===== config.mk =====
export PLATFORM = sky130hd
export DESIGN_NAME = pet_stats_engine
export DESIGN_NICKNAME = d
export VERILOG_FILES = /design/src/rtl/pet_stats_engine.sv
export SDC_FILE = /design/constraint.sdc
export NUM_CORES = 1
export LEC_CHECK = 0
export ABC_AREA = 1
export CAP_MARGIN = 5
export CORE_ASPECT_RATIO = 0.75
export CORE_MARGIN = 2
export CORE_UTILIZATION = 51
export CTS_CLUSTER_DIAMETER = 100
export DETAILED_ROUTE_END_ITERATION = 10
export GPL_ROUTABILITY_DRIVEN = 0
export HOLD_SLACK_MARGIN = 0.12
export PLACE_DENSITY_LB_ADDON = 0.2
export REMOVE_ABC_BUFFERS = 1
export SLEW_MARGIN = 20
export SYNTH_ARGS = -nofsm -noshare
export SYNTH_HDL_FRONTEND = slang
export SYNTH_SLANG_ARGS = --single-unit

===== constraint.sdc =====
create_clock -name clk -period 4.55 [get_ports clk]
set_input_delay 0.91 -clock clk [delete_from_list [all_inputs] [get_ports clk]]
set_output_delay 0.91 -clock clk [all_outputs]
set_load 0.05 [all_outputs]

===== src/rtl/pet_stats_engine.sv =====
// pet_stats_engine
//   Parametrised wellbeing-stat engine for the virtual-pet core. Holds
//   NUM_STATS saturating stats. On each tick one stat, chosen by the random
//   byte, decays. Care commands arrive over a valid/ready handshake. The block
//   also runs the AWAKE/SLEEP/DEAD lifecycle.
//
// Ports
//   clk, reset       system clock, asynchronous active-high reset
//   random[7:0]      free-running random byte (bits [2:0] select the decaying stat)
//   cmd_valid        command present; cmd_ready is always high
//   cmd_op[1:0]      0=CARE 1=SLEEP 2=WAKE 3=REVIVE
//   cmd_idx[2:0]     target stat for CARE
//   cmd_reject       1-cycle pulse when an accepted command is illegal
//   stats            packed stats, stat i at [i*STAT_W +: STAT_W]
//   low_alarm        per-stat "stat <= LOW_THRESH"
//   state[1:0]       0=AWAKE 1=SLEEP 2=DEAD
//   tick, anim       tick pulse and its half-rate toggle
module pet_stats_engine #(
  parameter int unsigned NUM_STATS    = 5,
  parameter int unsigned STAT_W       = 5,
  parameter int unsigned STAT_MAX     = 15,
  parameter int unsigned STAT_INIT    = 10,
  parameter int unsigned CARE_STEP    = 3,
  parameter int unsigned LOW_THRESH   = 3,
  parameter int unsigned TICK_DIV     = 27000000,
  parameter int unsigned STARVE_TICKS = 4,
  parameter int unsigned ENERGY_IDX   = 4
) (
  input  logic                          clk,
  input  logic                          reset,
  input  logic [7:0]                    random,
  input  logic                          cmd_valid,
  output logic                          cmd_ready,
  input  logic [1:0]                    cmd_op,
  input  logic [2:0]                    cmd_idx,
  output logic                          cmd_reject,
  output logic [NUM_STATS*STAT_W-1:0]   stats,
  output logic [NUM_STATS-1:0]          low_alarm,
  output logic [1:0]                    state,
  output logic                          tick,
  output logic                          anim
);

  localparam int unsigned DIV_W = (TICK_DIV > 1) ? $clog2(TICK_DIV) : 1;
  localparam int unsigned STV_W = $clog2(STARVE_TICKS + 1);
  localparam int unsigned SUM_W = STAT_W + 1;

  typedef enum logic [1:0] {ST_AWAKE = 2'd0, ST_SLEEP = 2'd1, ST_DEAD = 2'd2} state_e;
  typedef enum logic [1:0] {OP_CARE = 2'd0, OP_SLEEP = 2'd1, OP_WAKE = 2'd2, OP_REVIVE = 2'd3} op_e;

  state_e             state_q, state_d;
  logic [STAT_W-1:0]  stat_q [NUM_STATS];
  logic [STAT_W-1:0]  stat_d [NUM_STATS];
  logic [DIV_W-1:0]   div_q, div_d;
  logic [STV_W-1:0]   starve_q, starve_d;
  logic               tick_q, tick_d;
  logic               anim_q, anim_d;
  logic               reject_q, reject_d;

  op_e                op;
  logic [2:0]         k;
  logic               wrap, live, care_ok, any_zero;
  logic               dec, inc, care;
  logic [SUM_W-1:0]   sum;
  logic               unused_rnd;

  // Only the low three random bits pick a stat.
  assign unused_rnd = ^random[7:3];
  assign op         = op_e'(cmd_op);
  assign k          = random[2:0];
  assign cmd_ready  = 1'b1;

  always_comb begin
    wrap     = (div_q == DIV_W'(TICK_DIV - 1));
    div_d    = wrap ? '0 : div_q + 1'b1;
    tick_d   = wrap;
    anim_d   = anim_q ^ wrap;
    live     = (state_q != ST_DEAD);
    care_ok  = cmd_valid && (op == OP_CARE) && (state_q == ST_AWAKE) &&
               (32'(cmd_idx) < NUM_STATS);
    state_d  = state_q;
    starve_d = starve_q;
    reject_d = 1'b0;
    any_zero = 1'b0;
    dec      = 1'b0;
    inc      = 1'b0;
    care     = 1'b0;
    sum      = '0;

    if (cmd_valid) begin
      case (op)
        OP_CARE:  if (!care_ok) reject_d = 1'b1;
        OP_SLEEP: if (state_q == ST_AWAKE) state_d = ST_SLEEP; else reject_d = 1'b1;
        OP_WAKE:  if (state_q == ST_SLEEP) state_d = ST_AWAKE; else reject_d = 1'b1;
        default:  ;
      endcase
    end

    // Care, decay and sleep recharge fold into one widened sum, so a
    // coincident care+decay clamps once instead of saturating twice.
    for (int unsigned i = 0; i < NUM_STATS; i++) begin
      dec  = wrap && live && (32'(k) == i) &&
             !((state_q == ST_SLEEP) && (i == ENERGY_IDX));
      inc  = wrap && (state_q == ST_SLEEP) && (i == ENERGY_IDX);
      care = care_ok && (32'(cmd_idx) == i);
      sum  = SUM_W'(stat_q[i]) + (care ? SUM_W'(CARE_STEP) : '0) + SUM_W'(inc);
      if (dec && (sum != '0)) sum = sum - 1'b1;
      if (sum > SUM_W'(STAT_MAX)) sum = SUM_W'(STAT_MAX);
      stat_d[i] = sum[STAT_W-1:0];
      if (stat_d[i] == '0) any_zero = 1'b1;
    end

    if (wrap && live) begin
      starve_d = any_zero ? starve_q + 1'b1 : '0;
      if (any_zero && (32'(starve_q) + 1 == STARVE_TICKS))
        state_d = ST_DEAD;
      else if ((state_q == ST_SLEEP) && (stat_d[ENERGY_IDX] == STAT_W'(STAT_MAX)))
        state_d = ST_AWAKE;
    end

    // REVIVE overrides everything, including a coincident tick's decay.
    if (cmd_valid && (op == OP_REVIVE)) begin
      for (int unsigned i = 0; i < NUM_STATS; i++) stat_d[i] = STAT_W'(STAT_INIT);
      starve_d = '0;
      state_d  = ST_AWAKE;
      reject_d = 1'b0;
    end
  end

  always_ff @(posedge clk or posedge reset) begin
    if (reset) begin
      for (int unsigned i = 0; i < NUM_STATS; i++) stat_q[i] <= STAT_W'(STAT_INIT);
      state_q  <= ST_AWAKE;
      div_q    <= '0;
      starve_q <= '0;
      tick_q   <= 1'b0;
      anim_q   <= 1'b0;
      reject_q <= 1'b0;
    end else begin
      for (int unsigned i = 0; i < NUM_STATS; i++) stat_q[i] <= stat_d[i];
      state_q  <= state_d;
      div_q    <= div_d;
      starve_q <= starve_d;
      tick_q   <= tick_d;
      anim_q   <= anim_d;
      reject_q <= reject_d;
    end
  end

  always_comb begin
    stats     = '0;
    low_alarm = '0;
    for (int unsigned i = 0; i < NUM_STATS; i++) begin
      stats[i*STAT_W +: STAT_W] = stat_q[i];
      low_alarm[i]              = (stat_q[i] <= STAT_W'(LOW_THRESH));
    end
  end

  assign state      = state_q;
  assign tick       = tick_q;
  assign anim       = anim_q;
  assign cmd_reject = reject_q;

endmodule


# Yosys cells after proc, flatten, opt, wreduce, memory -nomap -nowiden
# Cells that the tools add are included.
# W data, S select, Z words.
# op_classes
eq_ne	16
add_sub_neg	14
muxes	39
magnitude_cmp	11
reduce_logical	40
bitwise	1
# ops
operator	n
$mux W25	2
$add A5 B2 Y6	5
$gt A6 B4 Y1 const B	5
$mux W6	5
$reduce_bool A6 Y1	5
$sub A6 B1 Y6 const B	5
$add A25 B1 Y25 const B	1
$eq A25 B25 Y1 const B	1
$le A5 B2 Y1 const B	5
$logic_not A5 Y1	5
$mux W5	5
$logic_and A1 B1 Y1	24
$mux W2	12
$eq A3 B2 Y1 const B	4
$mux W1	10
$mux W3	3
$add A6 B1 Y6	1
$eq A3 B1 Y1 const B	2
$eq A3 B3 Y1 const B	2
$logic_not A3 Y1	2
$eq A5 B4 Y1 const B	1
$add A3 B1 Y4 const B	1
$eq A2 B1 Y1 const B	2
$eq A2 B2 Y1 const B	2
other kinds (10)	11
# word_totals
inputBits	16
register_bits	58
word_cells	132
out_inout_bits	36

# Longest topological paths before layout
# depth
ltp_word	22
mapped_depth	27
mapped_depth_nobuf	27

# Worst setup path before layout
# Ideal clock, no wire load.
# synth_timing
path_type	in2reg
startpoint	input port cmd_op[0]
endpoint	register state_q[0] (netlist: state[0])
path_stages	21
path_buffers	0
required_ps	4432
arrival_ps	3843
setup_time_ps	118
slack_ps	590
path_cell_list	inv_1 ha_1 nand3_1 nor4_1 inv_1 fa_1 fa_1 xor2_2 nand2_1 nor2_1 nand3_1 nand3b_4 nand2_1 nand2_1 nand2_1 nor2_1 nand3_2 nand3_2 nand2_1 nand3_1 nand2_1
# synth_between
elab_chain_len	22
elab_cells_between_ends	73
cone_classes	add/sub: 11; order compare: 5; eq/ne: 4; mux: 26; reduce/logical: 27
# synth_lines
element	line_no	source
start: declaration	34	input logic [1:0] cmd_op,
branches (longest 21 deep; another with $add A5 B2 Y6)	--	
$mux W2 *	122	if (cmd_valid && (op == OP_REVIVE)) begin
net state_d[0]	51	state_e state_q, state_d;
end signal: assignment	141	state_q <= state_d;
end: declaration	51	
# Mark *: on every way through the listed nets, which the timed path passes.
# A chain may end at the register's enable or synchronous reset.

# Worst setup path after layout
# layout_timing
startpoint	input port cmd_op[1]
endpoint	register state_q[0] (netlist: state[0])
# The elaborated chain is that of the path after synthesis.

==> impl_results.md <==
- CTS tree: yes
- Outcome: completed
- FILL cells: 818
- Die Wd: around 120 um
- Final hold vios: 0
- Final setup fails: 0
- Rel. slew slack: 55.91%
- Required time of the critical path: 4.77 ns
- CP max FO: 5
- CP max-delay cell: clkdlybuf4s50_1
- FMAX: 225.8 MHz
- CP peak stage delay: 0.44 ns
- Reg2reg end: state[0]
- Seq pwr share: 35.8%
- Overflow after GRT: 0
- Multi-input gate area: 0.003060 mm2
- Final Cell Area: 0.006399 mm2
- 1st-iter DRT viols: 397
- Worst path most repeated cell: nand2_1
- #FFs+latches synth: 58
- Core Area: 0.009542 mm2
- Startpoint Class: input pin
- Initial antenna violation count: 0
- Netlist Area Pre-Place: approximately 0.0049 mm2
- IO Count: between 50 and 60
- # Max-Cap Violations: 0
- Setup slack, reg-to-reg: approximately 0.48 ns
- EDFF count, synth: 0
- Storage element area: around 0.0015 mm2
- Crit path arrival time: 4.65 ns
- Vias per inst: 5.178
- Remaining antenna violation count: 0
- Power share of the clock group: 45.2%
- Drt first pass iters: 5
- Post-layout min period: 4.428 ns
- Worst reg2reg path depth: 26
- Skew-Pair Late Insertion Delay: 0.33 ns
- Sw Ratio: 28.62%
- Fraction of layout cells with a size suffix above 1: 15.66%
- Ant. Diodes: 0
- P_int: roughly 0.0011 W
- Part of the Yosys area used for sequential elements: 29.61%
- Post-CTS Hold Fix Bufs: 0
- Hold Crit Class: register to register
- DR DRC count: 0
- Worst-Margin Slew: 0.6604 ns
- Root buffer cell: clkbuf_16
- Post-DP Area: 0.005982 mm2
- Final WL: 12920 um
- Pre-CTS setup slack: -0.2492 ns
- Combinational share of power: 19.1%
- Yosys cell types: 46
- Worst Setup Slack, final: 0.1223 ns
- Vias in the first global route: about 4800
- Gate count of the mapped netlist: 742
- Pwr dens: 243.4 mW/mm2
- Sw power: 0.0004457 W
- TritonCTS Buffers: 9
- Largest net degree at the start of global routing: 31
- Detail Placement HPWL: 9740 um
- Hold depth: 1
- Async SR Flop Fraction: 100.0%
- Post-synth top area cell: dfrtp_1
- Dominant cell by count in the synthesized netlist: nand2_1
- Crit. End Element: register
- Global Route Usage Sum: 24.76%
- Ys flop type: dfrtp_1
- Post-synth top cells: nand2_1, inv_1, nor2_1
- YS warnings: 0
- Routed wire per std cell: 12.99 um
- Max clock buf depth: 2
- Crit path kind: input pin to register
- Area contributors post-synth: dfrtp_1, nand2_1, inv_1
- Fin nets: 905
- Clk slew on worst S/H paths: 0.05 ns
- Period Utilization, post-route: 97.31%
- WHS Endpoint: div_q[0]
- Area growth from synthesis to layout: 29.44%
- Slew Limit Fails: 0
- Hold_sp: div_q[0]
- Pleak: 3.177 nW
- VDD IR-drop max: 150.3 uV
- First-pass GRT wire length: 20840 um
- CTS H-tree depth: 3
- Starting Density: 51.81%
- IO buf count: 45
- Die height: 89.27 um
- Mapped Avg Cell Area: roughly 6.7 um2
- Row cnt: 31
- Clk sinks: 58
- DIE AREA: 0.01051 mm2
- Top cell type's share of synthesized area: 24.30%
- Via count: 5147
- Clock Skew: 0.004117 ns
- Crit Reg-Reg Startpoint: div_q[0]
## area by class of cell
class	instances	area share (%)
Multi-Input combinational cell	552	47.83
Sequential cell	58	22.88
Timing Repair Buffer	107	14.31
Inverter	129	7.567
Clock buffer	14	4.282
Tap cell	132	2.581
Clock inverter	2	0.5475
## worst max path at each step
stage	slack (ns)	from	cells past startpoint	to
floorplan	0.58	cmd_op[0]	21	state[0]
global placement	-0.18	cmd_op[0]	23	state[0]
detailed placement	-0.25	cmd_op[1]	24	state[0]
CTS	0.06	cmd_op[1]	24	state[0]
global route	-0.06	cmd_op[1]	26	state[0]
finish	0.12	cmd_op[1]	26	state[0]
## flip-flops by register name (all words and copies together), names as in the netlist
name        cells
div_q          25
anim            1
cmd_reject      1
starve_q        3
stats          25
tick            1
state           2
## critical path: cells and delay by family
kind / cells / cell delay (ns)
buffers and inverters: 6 / 0.91
AND/OR/NAND/NOR: 17 / 2.13
adder cells (fa/ha/maj): 3 / 0.70
## through the flow
stage / util (%) / TNS, ns / cells / hold slack, ns / total power (W)
after floorplan: - / 0 / 738 / 0.4329 / 0.0007330
after global routing: 67.06 / -0.2030 / 994 / 0.4855 / 0.001621
after CTS: 66.00 / 0 / 991 / 0.4603 / 0.001562
after detailed placement: 62.69 / -1.298 / 975 / 0.4537 / 0.0008500
final: 67.06 / 0 / 994 / 0.4641 / 0.001557
after global placement: 62.69 / -0.8174 / 975 / 0.4499 / 0.0008438
## cells in the final DEF (no fill, tap or decap), types with 4 or more instances in the layout
cell             instances
nand2_1                191
inv_1                  123
nor2_1                  94
nand3_1                 79
buf_4                   62
dfrtp_1                 48
clkdlybuf4s50_1         45
nand4_1                 33
ha_1                    24
nor3_1                  18
a21oi_1                 16
dfstp_2                 10
clkbuf_16                9
nand2_2                  8
o21ai_0                  8
nor2_4                   7
xor2_1                   7
nand3b_1                 6
conb_1                   6
nor2_2                   5
inv_2                    4
xnor2_1                  4
nand3_2                  4
a31oi_1                  4
fa_1                     4
## layer usage
layer / part of all wire (%) / routed length (um) / global-route usage, % / up-vias
met5: 0 / 0 / 0 / -
met4: 1.9 / 241 / 10.30 / 0
li1: - / - / - / 2601
met3: 5.1 / 663 / 4.847 / 24
met1: 47 / 6068 / 32.02 / 2364
met2: 46 / 5942 / 41.54 / 158
## kinds of logic after synthesis
kind of cell,after synthesis,synth area share (%)
AO/OA/AOI/OAI,36,4.278
buffers and inverters,137,10.66
flip-flops,58,29.61
adder cells (fa/ha/maj),32,9.010
other,2,0.1519
AND/OR/NAND/NOR,464,43.69
XOR/XNOR,13,2.607
## power by group through the flow
stage	Clock [W]	Combinational, W	Sequential [W]
3_3_place_gp	0	0.000279	0.000564
5_1_grt	0.000739	0.000322	0.000560
6_report	0.000703	0.000297	0.000557
2_1_floorplan	0	0.000117	0.000616
3_5_place_dp	0	0.000285	0.000565
4_1_cts	0.000718	0.000287	0.000557
## repair_timing
item                       4_1_cts  5_1_grt
setup buffers                    0        2
setup endpoints to repair        1        6
hold endpoints to repair         0        0
resized for setup                1       18
gates cloned                     0        1
pin swaps                        0        7
No activity file was read; power rests on OpenSTA's default activity.
